## src/rtl/cpu_datapath_if.sv

```systemverilog
// Control word, feedback and memory bus between control_unit/memory (master) and cpu_datapath (slave).
// Pure wiring: no storage, no handshake; every field is valid each cycle.
interface cpu_datapath_if;
   logic [2:0] next_state;
   logic       pc_we;
   logic       pc_sel;
   logic       pc_jmp_sel;
   logic [3:0] pc_offset;
   logic       addr_sel;
   logic [3:0] addr_offset;
   logic       mem_sel;
   logic       mem_we;
   logic [2:0] alu_opcode;
   logic       alu_sel_a;
   logic       alu_sel_b;
   logic       alu_we;
   logic       zf_we;
   logic       ir_we;
   logic       a_sel;
   logic       b_sel;
   logic       a_we;
   logic       b_we;
   logic       halt;
   logic [7:0] instr;
   logic [2:0] state;
   logic       zf;
   logic [7:0] mem_addr;
   logic [7:0] mem_wdata;
   logic       mem_wr;
   logic [7:0] mem_rdata;
   logic       halted;

   modport master (
      output next_state, pc_we, pc_sel, pc_jmp_sel, pc_offset, addr_sel, addr_offset,
             mem_sel, mem_we, alu_opcode, alu_sel_a, alu_sel_b, alu_we, zf_we, ir_we,
             a_sel, b_sel, a_we, b_we, halt, mem_rdata,
      input  instr, state, zf, mem_addr, mem_wdata, mem_wr, halted
   );

   modport slave (
      input  next_state, pc_we, pc_sel, pc_jmp_sel, pc_offset, addr_sel, addr_offset,
             mem_sel, mem_we, alu_opcode, alu_sel_a, alu_sel_b, alu_we, zf_we, ir_we,
             a_sel, b_sel, a_we, b_we, halt, mem_rdata,
      output instr, state, zf, mem_addr, mem_wdata, mem_wr, halted
   );
endinterface

```

## src/rtl/cpu_datapath.sv

```systemverilog
// 8-bit CPU datapath: PC, IR, A, B, ALU result, zero flag and FSM state, driven by control_unit.
// Register updates take one clk edge; memory address/data are combinational; no backpressure.
module cpu_datapath #(
   parameter logic [7:0] PC_RESET    = 8'h00,
   parameter logic [2:0] STATE_RESET = 3'b000
) (
   input  logic          clk,
   input  logic          reset,
   cpu_datapath_if.slave bus
);

   logic [7:0] pc_q, pc_d;
   logic [7:0] ir_q, ir_d;
   logic [7:0] a_q, a_d;
   logic [7:0] b_q, b_d;
   logic [7:0] alu_out_q, alu_out_d;
   logic       zf_q, zf_d;
   logic [2:0] state_q, state_d;
   logic       halted_q, halted_d;

   logic       upd;
   logic [7:0] op_a, op_b, alu_res, jmp_base;

   // An edge that samples halt, or any edge after it, leaves the architectural state alone.
   assign upd = ~bus.halt & ~halted_q;

   always_comb begin
      op_a    = bus.alu_sel_a ? b_q : a_q;
      op_b    = bus.alu_sel_b ? b_q : a_q;
      alu_res = op_a;
      case (bus.alu_opcode)
         3'b000:  alu_res = op_a + op_b;
         3'b001:  alu_res = op_a & op_b;
         3'b010:  alu_res = ~op_a;
         default: alu_res = op_a;
      endcase
   end

   assign jmp_base = bus.pc_jmp_sel ? b_q : a_q;

   always_comb begin
      pc_d      = pc_q;
      ir_d      = ir_q;
      a_d       = a_q;
      b_d       = b_q;
      alu_out_d = alu_out_q;
      zf_d      = zf_q;
      state_d   = state_q;
      halted_d  = halted_q | bus.halt;
      if (upd) begin
         state_d = bus.next_state;
         if (bus.pc_we)
            pc_d = bus.pc_sel ? (jmp_base + {4'b0000, bus.pc_offset}) : (pc_q + 8'h01);
         if (bus.ir_we)
            ir_d = bus.mem_rdata;
         // Writeback reads alu_out_q, so a same-cycle alu_we does not forward.
         if (bus.a_we)
            a_d = bus.a_sel ? bus.mem_rdata : alu_out_q;
         if (bus.b_we)
            b_d = bus.b_sel ? bus.mem_rdata : alu_out_q;
         if (bus.alu_we)
            alu_out_d = alu_res;
         if (bus.zf_we)
            zf_d = (alu_res == 8'h00);
      end
   end

   always_ff @(posedge clk or negedge reset) begin
      if (!reset) begin
         pc_q      <= PC_RESET;
         ir_q      <= 8'h00;
         a_q       <= 8'h00;
         b_q       <= 8'h00;
         alu_out_q <= 8'h00;
         zf_q      <= 1'b0;
         state_q   <= STATE_RESET;
         halted_q  <= 1'b0;
      end else begin
         pc_q      <= pc_d;
         ir_q      <= ir_d;
         a_q       <= a_d;
         b_q       <= b_d;
         alu_out_q <= alu_out_d;
         zf_q      <= zf_d;
         state_q   <= state_d;
         halted_q  <= halted_d;
      end
   end

   assign bus.instr     = ir_q;
   assign bus.state     = state_q;
   assign bus.zf        = zf_q;
   assign bus.halted    = halted_q;
   assign bus.mem_addr  = bus.addr_sel ? (a_q + {4'b0000, bus.addr_offset}) : pc_q;
   assign bus.mem_wdata = bus.mem_sel ? b_q : a_q;
   assign bus.mem_wr    = bus.mem_we & ~halted_q;

endmodule

```

## src/flat_wrapper.sv

```systemverilog
// flat-port wrapper written by rule: the top's interface ports become plain ports
module cpu_datapath_flat 
#(
   parameter logic [7:0] PC_RESET    = 8'h00,
   parameter logic [2:0] STATE_RESET = 3'b000
)
  (clk, reset, bus_next_state, bus_pc_we, bus_pc_sel, bus_pc_jmp_sel, bus_pc_offset, bus_addr_sel, bus_addr_offset, bus_mem_sel, bus_mem_we, bus_alu_opcode, bus_alu_sel_a, bus_alu_sel_b, bus_alu_we, bus_zf_we, bus_ir_we, bus_a_sel, bus_b_sel, bus_a_we, bus_b_we, bus_halt, bus_mem_rdata, bus_instr, bus_state, bus_zf, bus_mem_addr, bus_mem_wdata, bus_mem_wr, bus_halted);
  cpu_datapath_if bus_i ();
  input  logic clk;
  input  logic reset;
  input wire logic [$bits(bus_i.next_state)-1:0] bus_next_state;
  input wire logic [$bits(bus_i.pc_we)-1:0] bus_pc_we;
  input wire logic [$bits(bus_i.pc_sel)-1:0] bus_pc_sel;
  input wire logic [$bits(bus_i.pc_jmp_sel)-1:0] bus_pc_jmp_sel;
  input wire logic [$bits(bus_i.pc_offset)-1:0] bus_pc_offset;
  input wire logic [$bits(bus_i.addr_sel)-1:0] bus_addr_sel;
  input wire logic [$bits(bus_i.addr_offset)-1:0] bus_addr_offset;
  input wire logic [$bits(bus_i.mem_sel)-1:0] bus_mem_sel;
  input wire logic [$bits(bus_i.mem_we)-1:0] bus_mem_we;
  input wire logic [$bits(bus_i.alu_opcode)-1:0] bus_alu_opcode;
  input wire logic [$bits(bus_i.alu_sel_a)-1:0] bus_alu_sel_a;
  input wire logic [$bits(bus_i.alu_sel_b)-1:0] bus_alu_sel_b;
  input wire logic [$bits(bus_i.alu_we)-1:0] bus_alu_we;
  input wire logic [$bits(bus_i.zf_we)-1:0] bus_zf_we;
  input wire logic [$bits(bus_i.ir_we)-1:0] bus_ir_we;
  input wire logic [$bits(bus_i.a_sel)-1:0] bus_a_sel;
  input wire logic [$bits(bus_i.b_sel)-1:0] bus_b_sel;
  input wire logic [$bits(bus_i.a_we)-1:0] bus_a_we;
  input wire logic [$bits(bus_i.b_we)-1:0] bus_b_we;
  input wire logic [$bits(bus_i.halt)-1:0] bus_halt;
  input wire logic [$bits(bus_i.mem_rdata)-1:0] bus_mem_rdata;
  output wire logic [$bits(bus_i.instr)-1:0] bus_instr;
  output wire logic [$bits(bus_i.state)-1:0] bus_state;
  output wire logic [$bits(bus_i.zf)-1:0] bus_zf;
  output wire logic [$bits(bus_i.mem_addr)-1:0] bus_mem_addr;
  output wire logic [$bits(bus_i.mem_wdata)-1:0] bus_mem_wdata;
  output wire logic [$bits(bus_i.mem_wr)-1:0] bus_mem_wr;
  output wire logic [$bits(bus_i.halted)-1:0] bus_halted;
  assign bus_i.next_state = bus_next_state;
  assign bus_i.pc_we = bus_pc_we;
  assign bus_i.pc_sel = bus_pc_sel;
  assign bus_i.pc_jmp_sel = bus_pc_jmp_sel;
  assign bus_i.pc_offset = bus_pc_offset;
  assign bus_i.addr_sel = bus_addr_sel;
  assign bus_i.addr_offset = bus_addr_offset;
  assign bus_i.mem_sel = bus_mem_sel;
  assign bus_i.mem_we = bus_mem_we;
  assign bus_i.alu_opcode = bus_alu_opcode;
  assign bus_i.alu_sel_a = bus_alu_sel_a;
  assign bus_i.alu_sel_b = bus_alu_sel_b;
  assign bus_i.alu_we = bus_alu_we;
  assign bus_i.zf_we = bus_zf_we;
  assign bus_i.ir_we = bus_ir_we;
  assign bus_i.a_sel = bus_a_sel;
  assign bus_i.b_sel = bus_b_sel;
  assign bus_i.a_we = bus_a_we;
  assign bus_i.b_we = bus_b_we;
  assign bus_i.halt = bus_halt;
  assign bus_i.mem_rdata = bus_mem_rdata;
  assign bus_instr = bus_i.instr;
  assign bus_state = bus_i.state;
  assign bus_zf = bus_i.zf;
  assign bus_mem_addr = bus_i.mem_addr;
  assign bus_mem_wdata = bus_i.mem_wdata;
  assign bus_mem_wr = bus_i.mem_wr;
  assign bus_halted = bus_i.halted;
  cpu_datapath #(.PC_RESET(PC_RESET), .STATE_RESET(STATE_RESET)) u_core (.clk(clk), .reset(reset), .bus(bus_i));
endmodule
```

## config.mk

```make
export PLATFORM = sky130hd
export DESIGN_NAME = cpu_datapath_flat
export DESIGN_NICKNAME = d
export VERILOG_FILES = /design/src/rtl/cpu_datapath_if.sv /design/src/rtl/cpu_datapath.sv /design/src/flat_wrapper.sv
export SDC_FILE = /design/constraint.sdc
export NUM_CORES = 1
export LEC_CHECK = 0
export CAP_MARGIN = 10
export CORE_UTILIZATION = 30
export CTS_CLUSTER_DIAMETER = 50
export DETAILED_ROUTE_END_ITERATION = 10
export SLEW_MARGIN = 0
export SYNTH_ARGS = -nofsm -noshare
export SYNTH_HDL_FRONTEND = slang
export SYNTH_SLANG_ARGS = --single-unit
```

## constraint.sdc

```tcl
create_clock -name clk -period 5.8 [get_ports clk]
set_input_delay 1.16 -clock clk [delete_from_list [all_inputs] [get_ports clk]]
set_output_delay 1.16 -clock clk [all_outputs]
set_load 0.05 [all_outputs]
```

## Word-level counts from Yosys, hierarchy flattened

Index checks and enable logic that the tools add are counted.
Widths: inputs -> output; s select.

- Bits in registers: 45
- Input port bits: 40
- Output and inout bits: 30
- Logic and storage cells: 38

- Add/sub/neg operators: 4
- Equality and inequality tests: 2
- Multiplexer cells: 9
- Bitwise logic cells: 7
- Reduce and logical (&&, ||, !) cells: 8

Operators with widths:

| cell | number |
|---|---|
| $mux 8 | 8 |
| $pmux 8 s3 | 1 |
| $add 8x4->8 | 2 |
| $reduce_and 2->1 | 6 |
| $add 8x1->8 const B | 1 |
| $add 8x8->8 | 1 |
| $and 8x8->8 | 1 |
| $logic_not 8->1 | 1 |
| $not 8->8 | 1 |
| $eq 3x1->1 const B | 1 |
| $eq 3x2->1 const B | 1 |
| $logic_not 3->1 | 1 |
| $and 1x1->1 | 2 |
| $not 1->1 | 2 |
| $or 1x1->1 | 1 |

## Depth between registers and ports, before layout

Gate-level depths: netlist of run 1.

- Word-level depth: 4
- Depth in mapped cells: 11
- Mapped depth without buffers: 10

## Worst setup path after synthesis of run 1

OpenSTA, ideal clock, no wires.

- Kind: in2out
- Start: input bus_addr_offset[0]
- End: output bus_mem_addr[6]
- Arrival: 3.023 ns
- Required time: 4.640 ns
- Setup slack: 1.617 ns
- Stages on the path: 9
- Path buffers: 0
- Path through: ha_1 > inv_1 > fa_1 > nor2b_1 > o21ai_0 > nand2b_1 > and3_1 > xnor2_1 > a21oi_1

- Cells in the longest elaborated chain, start to end: 2

Ends and longest elaborated chain:

| element | RTL line | source |
|---|---|---|
| start, declared | flat_wrapper.sv:17 | `input wire logic [$bits(bus_i.addr_offset)-1:0] bus_addr_offset;` |
| $add 8x4->8 | cpu_datapath.sv:94 | `assign bus.mem_addr = bus.addr_sel ? (a_q + {4'b0000, bus.addr_offset}) : pc_q;` |
| $mux 8 | cpu_datapath.sv:94 |  |
| end, declared | flat_wrapper.sv:35 | `output wire logic [$bits(bus_i.mem_addr)-1:0] bus_mem_addr;` |

Every way passes these cells.

## Final worst setup path of run 1

Ends and elaborated chain as after synthesis.

==> impl_results.md, run 1 <==
- Post-Route WL: 9270 µm
- RSZ-0062 raised after global routing: no
- Largest net degree at the start of global routing: 46
- Post-synth EDFFs: 0
- Slew Limit Fails: 0
- Arr. time, crit path: around 3.8 ns
- Synth area leader: dfrtp_1
- Reg-to-Reg Start: u_core.a_q[1]
- Synth cell count leaders: dfrtp_1, mux2_2, a21oi_1, nor2_1, mux2i_1
- Hold buffer count at CTS: 0
- Max-cap violations: 0
- CP Launch Point: bus_addr_offset[0]
- Startpoint Class: primary input
- Post-route minimum period: 4.96 ns
- Fin nets: a little under 500
- DR vias: around 3000
- Root Buffer Master: clkbuf_16
- Crit-path max FO: 2
- Synth Flop Type: dfrtp_1
- Post-Syn Instances: 379
- First-pass GRT wire length: 15100 µm
- DR iter-0 viols: 84
- Rows: 39
- Max Root-Sink Buffers: 2
- Dpl hpwl: 7220 µm
- Post-synth cell types: 47
- Hold_ws: roughly 0.51 ns
- Drt drc: 0
- GP Congestion: about 0.88
- Worst vdd ir: between 0.1 and 0.15 mV
- IO buf count: about 70
- WP data required: between 4 and 5 ns
- Clk slew on worst S/H paths: roughly 0.06 ns
- Sink Count: between 40 and 50
- Post-synth net total: about 440
- Vias in the first global route: around 3000
- Outcome: complete, no violations
- Worst R2R Setup Slack: 2.92 ns
- Seq cells post-synth: 45
- Post-synth top area share: roughly 32%
- Syn Area/Cell: around 9.2 µm²
- Fin util: approximately two fifths
- Layout cells sized above 1: between 10% and 20%
- Pleak: roughly 1.9 nW
- Hold Path Class: reg2reg
- IO Pins: 70
- Async set-reset flop share out of synthesis: 100%
- R2r worst-path depth: 9
- Layout Area Growth over Synthesis: 26.4%
- Initial antenna violation count: 0
- Die Y-Extent: between 100 and 150 µm
- Cts bufs inserted: 5
- Warnings from Yosys: 0
- Routed Antenna Nets: 0
- Die Wd: 110 µm
- Setup crit end: bus_mem_addr[6]
- Setup total negative slack: 0 ns
- Power per cell area: between 200 and 300 nW/µm²
- Htree depth: 2
- R2r endpoint: u_core.bus.zf
- CP Capture Type: output pin
- Setup bufs post-CTS: 0
- Resize count post-CTS: 0
- Top area cells in the synthesized netlist: dfrtp_1, mux2_2, mux2i_1
- Netlist Area Pre-Place: around 3500 µm²
- CTS tree: built
- Final Skew: ~0.0064 ns
- Placeable Area: about 11000 µm²
- Worst-skew pair later-pin latency: 0.29 ns
- Initial core utilization: a little under a third
- Final Cycle Share: 85.5%
- Final hold vios: 0
- Post-synthesis sequential area ratio: roughly 32%
- Congestion Overflow GR: 0
- N_diodes: 0
- Total power: roughly 1.1 mW
- Slew headroom: between 30% and 40%
- Vias per cell: approximately 5.2
- WL/cell: ~16 µm
- Worst slew pin tran: just over 1 ns
- GRT Overall Usage: between 10% and 20%
- Die ar.: ~12000 µm²
- Final setup vio count: 0
- Fmax: between 200 and 250 MHz
- DRT Pass-1 Iters: 4
- Crit path kind: in2out
[flip-flops by register name, summed over array words and instances (netlist names)]
name / cells
u_core.pc_q: 8
u_core.bus.zf: 1
u_core.a_q: 8
u_core.bus.state: 3
u_core.alu_out_q: 8
u_core.b_q: 8
u_core.bus.halted: 1
u_core.bus.instr: 8
[cells by family (layout without fill, tap and decap cells)]
kind of cell             after synthesis  after routing  share of synthesized area [%]
multiplexers                          73             73                           22.7
buffers and inverters                 40             96                           4.69
XOR/XNOR                              15             15                           3.76
AO/OA/AOI/OAI                         91             91                           15.8
flip-flops                            45             45                           32.2
AND/OR/NAND/NOR                       95             95                           13.1
adder cells (fa/ha/maj)               20             20                           7.80
[layout by cell type (no fill, tap or decap), types with 6 or more instances in the layout]
cell type and n:
a21oi_1 36, and2_1 6, clkdlybuf4s50_1 68, dfrtp_1 45, ha_1 17, inv_1 18
mux2_2 45, mux2i_1 27, nand2_1 20, nand3_1 6, nor2_1 33, nor2b_1 8
nor3_1 6, o21ai_0 25, xnor2_1 7, xor2_1 8
[cell type report]
| class | instances | area (µm²) |
|---|---|---|
| Clock buffer | 5 | 125 |
| Clock inverter | 3 | 22.5 |
| Fill cell | 1141 | 6950 |
| Inverter | 18 | 67.6 |
| Multi-Input combinational cell | 294 | 2210 |
| Sequential cell | 45 | 1130 |
| Tap cell | 143 | 179 |
| Timing Repair Buffer | 70 | 693 |
[worst min-delay path by stage]
stage                         from             endpoint  slack (ns)  depth (start not counted)
2_1_floorplan  u_core.alu_out_q[2]  u_core.alu_out_q[2]        0.47                          2
3_3_place_gp   u_core.bus.state[1]  u_core.bus.state[1]        0.49                          1
3_5_place_dp   u_core.bus.state[0]  u_core.bus.state[0]        0.50                          1
4_1_cts        u_core.bus.state[0]  u_core.bus.state[0]        0.51                          1
5_1_grt        u_core.bus.state[0]  u_core.bus.state[0]        0.52                          1
6_report       u_core.bus.state[0]  u_core.bus.state[0]        0.51                          1
[worst max-delay path: stages]
cell and delay, ns:
clkdlybuf4s50_1 0.46, ha_1 0.17, inv_1 0.06, fa_1 0.40
nor2b_1 0.14, o21ai_0 0.09, nand2b_1 0.12, and3_1 0.19
xnor2_1 0.06, a21oi_1 0.14, clkdlybuf4s50_1 0.81
[where the power goes]
group / switching [mW] / internal [mW] / total [mW]
Sequential: 0.0427 / 0.344 / 0.387
Clock: 0.124 / 0.160 / 0.285
Combinational: 0.256 / 0.196 / 0.452
Total: 0.423 / 0.700 / 1.12
[metrics by stage]
stage          cells  instance area (µm²)  setup WS (ns)
2_1_floorplan    379                 3500           1.62
3_3_place_gp     570                 4270          0.908
3_5_place_dp     570                 4270          0.849
4_1_cts          578                 4420          0.841
5_1_grt          578                 4420          0.680
6_report         578                 4420          0.842
[layer usage]
layer  vias up  global-route usage [%]  routed length, µm
met5         -                       0                  0
met4         0                    5.24                195
met3        14                    1.96                343
met2        73                    29.5               4660
met1      1442                    20.3               4070
li1       1468                       -                  -
Note: power is estimated with default switching activity, not from simulation.
==> run 2, diff against run 1 <==
--- a/config.mk
+++ b/config.mk
@@ -6,9 +6,12 @@
 export NUM_CORES = 1
 export LEC_CHECK = 0
 export CAP_MARGIN = 10
+export CELL_PAD_IN_SITES_DETAIL_PLACEMENT = 0
+export CELL_PAD_IN_SITES_GLOBAL_PLACEMENT = 2
 export CORE_UTILIZATION = 30
 export CTS_CLUSTER_DIAMETER = 50
 export DETAILED_ROUTE_END_ITERATION = 10
+export PLACE_DENSITY_LB_ADDON = 0.1
 export SLEW_MARGIN = 0
 export SYNTH_ARGS = -nofsm -noshare
 export SYNTH_HDL_FRONTEND = slang
==> impl_results.md, run 2 (same netlist as run 1, synthesis figures left out) <==
- Pleak: 1.94 nW (+0.25%)
- Hold buffer count at CTS: 0 (unchanged)
- Fmax: 205 MHz (+1.4%)
- Max Root-Sink Buffers: 2 (unchanged)
- HP Start: u_core.bus.state[1]
- Clk slew on worst S/H paths: 0.06 ns (about the same)
- Sink Count: 45 (unchanged)
- Placeable Area: 11400 µm² (unchanged)
- Fin nets: 495 (+0.20%)
- DR vias: 2962 (-1.2%)
- First-pass GRT wire length: 15600 µm (+3.5%)
- Cts bufs inserted: 5 (unchanged)
- Slew Limit Fails: 0 (unchanged)
- Worst slew pin tran: 0.780 ns (-0.238 ns)
- IO Pins: 70 (unchanged)
- Setup total negative slack: 0 ns (unchanged)
- Initial antenna violation count: 0 (unchanged)
- Startpoint Class: primary input
- RSZ-0062 raised after global routing: no
- Root Buffer Master: clkbuf_16
- Outcome: complete, no violations
- Power per cell area: 257 nW/µm² (+1.1%)
- Commonest non-fill, non-tap cell in the layout: clkdlybuf4s50_1
- Layout Area Growth over Synthesis: 26.6%
- GP Congestion: 0.752 (-15%)
- Vias in the first global route: 2843 (-6.3%)
- Arr. time, crit path: 3.73 ns (-0.07 ns)
- Routed Antenna Nets: 0 (unchanged)
- Final hold vios: 0 (unchanged)
- Rows: 39 (unchanged)
- Final setup vio count: 0 (unchanged)
- Post-route minimum period: 4.89 ns (-0.0703 ns)
- Die ar.: 12100 µm² (unchanged)
- Hold EP: u_core.bus.state[1]
- Die Y-Extent: 110 µm (unchanged)
- Place WS: 0.903 ns (+0.0542 ns)
- CP Capture Type: output pin
- WL/cell: 17.4 µm (+8.7%)
- Dpl hpwl: 7930 µm (+9.9%)
- Initial core utilization: 30.7% (unchanged)
- Area post-placement: 4280 µm² (+0.18%)
- Final Skew: 0.00626 ns (-0.000183 ns)
- DR iter-0 viols: 73 (-13%)
- Post-route worst setup slack: 0.913 ns (+0.0703 ns)
- Crit path kind: in2out
- CTS tree: built
- Layout cells sized above 1: 14.0% (+0.20 points)
- R2r endpoint: u_core.bus.zf
- Resize count post-CTS: 0 (unchanged)
- R2r worst-path depth: 9 (unchanged)
- Finished Cell Area: 4430 µm² (+0.17%)
- N_diodes: 0 (unchanged)
- IO buf count: 69 (unchanged)
- Largest net degree at the start of global routing: 46 (unchanged)
- Top Usage Layer GRT: met2
- Setup bufs post-CTS: 0 (unchanged)
- Non-filler cells, final: 579 (+0.17%)
- Reg-to-Reg Start: u_core.a_q[1]
- Hold Path Class: reg2reg
- Vias per cell: 5.12 (-1.3%)
- Slew headroom: 47.6% (+15 points)
- Worst-skew pair later-pin latency: 0.29 ns (about the same)
- Worst R2R Setup Slack: 2.93 ns (about the same)
- DRT Pass-1 Iters: 4 (unchanged)
- Die Wd: 110 µm (unchanged)
- Placed cells: 571 (+0.18%)
- Cell count of the worst hold path: 1 (unchanged)
- Most frequent cells in the layout: clkdlybuf4s50_1, mux2_2, dfrtp_1
- Htree depth: 2 (unchanged)
- GRT Overall Usage: 17.3% (+0.91 points)
- Met1 Track Usage GR: 23.8% (+3.5 points)
- Worst vdd ir: 0.106 mV (+1.7%)
- Congestion Overflow GR: 0 (unchanged)
- Crit-path max FO: 2 (unchanged)
- Final Cycle Share: 84.3% (-1.2 points)
- Grt met2 use: 28.7% (-0.71 points)
- Drt drc: 0 (unchanged)
- WP data required: 4.64 ns (about the same)
- Post-Route WL: 10100 µm (+8.9%)
- Met3 Usage GRT: 2.25% (+0.30 points)
- Max-cap violations: 0 (unchanged)
[run 2: cell types whose count changed in the layout (fill, tap and decap cells not counted), sizes merged]
| cell | before | now |
|---|---|---|
| buf | 2 | 3 |
[run 2: through the flow]
step | hold WS [ns] | total power [mW] | utilization (%)
detailed placement | 0.498 | 0.853 | 37.6
finish | 0.508 | 1.14 | 38.9
global route | 0.529 | 1.21 | 38.9
global placement | 0.488 | 0.854 | 37.6
floorplan | 0.470 | 0.697 | -
CTS | 0.512 | 1.15 | 38.9
[run 2: critical path, stage by stage]
cell             delay [ns]
clkdlybuf4s50_1        0.46
ha_1                   0.16
inv_1                  0.05
fa_1                   0.39
nor2b_1                0.12
o21ai_0                0.08
nand2b_1               0.10
and3_1                 0.18
xnor2_1                0.06
a21oi_1                0.15
clkdlybuf4s50_1        0.81
[run 2: report_power, final]
group          leakage (nW)  internal [mW]  switching (mW)
Sequential            0.576          0.344          0.0437
Clock                0.0738          0.161           0.133
Combinational          1.29          0.197           0.260
[run 2: worst max path at each step]
| stage | startpoint | endpoint | slack [ns] | cells past startpoint |
|---|---|---|---|---|
| 2_1_floorplan | bus_addr_offset[0] | bus_mem_addr[6] | 1.62 | 9 |
| 3_3_place_gp | bus_addr_offset[0] | bus_mem_addr[6] | 0.91 | 11 |
| 3_5_place_dp | bus_addr_offset[0] | bus_mem_addr[6] | 0.90 | 11 |
| 4_1_cts | bus_addr_offset[0] | bus_mem_addr[6] | 0.89 | 11 |
| 5_1_grt | bus_addr_offset[1] | bus_mem_addr[7] | 0.78 | 9 |
| 6_report | bus_addr_offset[0] | bus_mem_addr[6] | 0.91 | 11 |
[run 2: area by class of cell]
cell class                 instances  area, µm²
tap                              143        179
fill                            1153       6940
clock inverter                     3       22.5
timing repair buffer              71        701
multi-input combinational        294       2210
inverter                          18       67.6
sequential                        45       1130
clock buffer                       5        125
[run 2: metal layers]
metal	routed length, µm	part of all wire (%)	up-vias
li1	-	-	1466
met1	4930	49	1430
met2	4760	47	60
met3	306	3.0	6
met4	95	0.94	0
met5	0	0	-
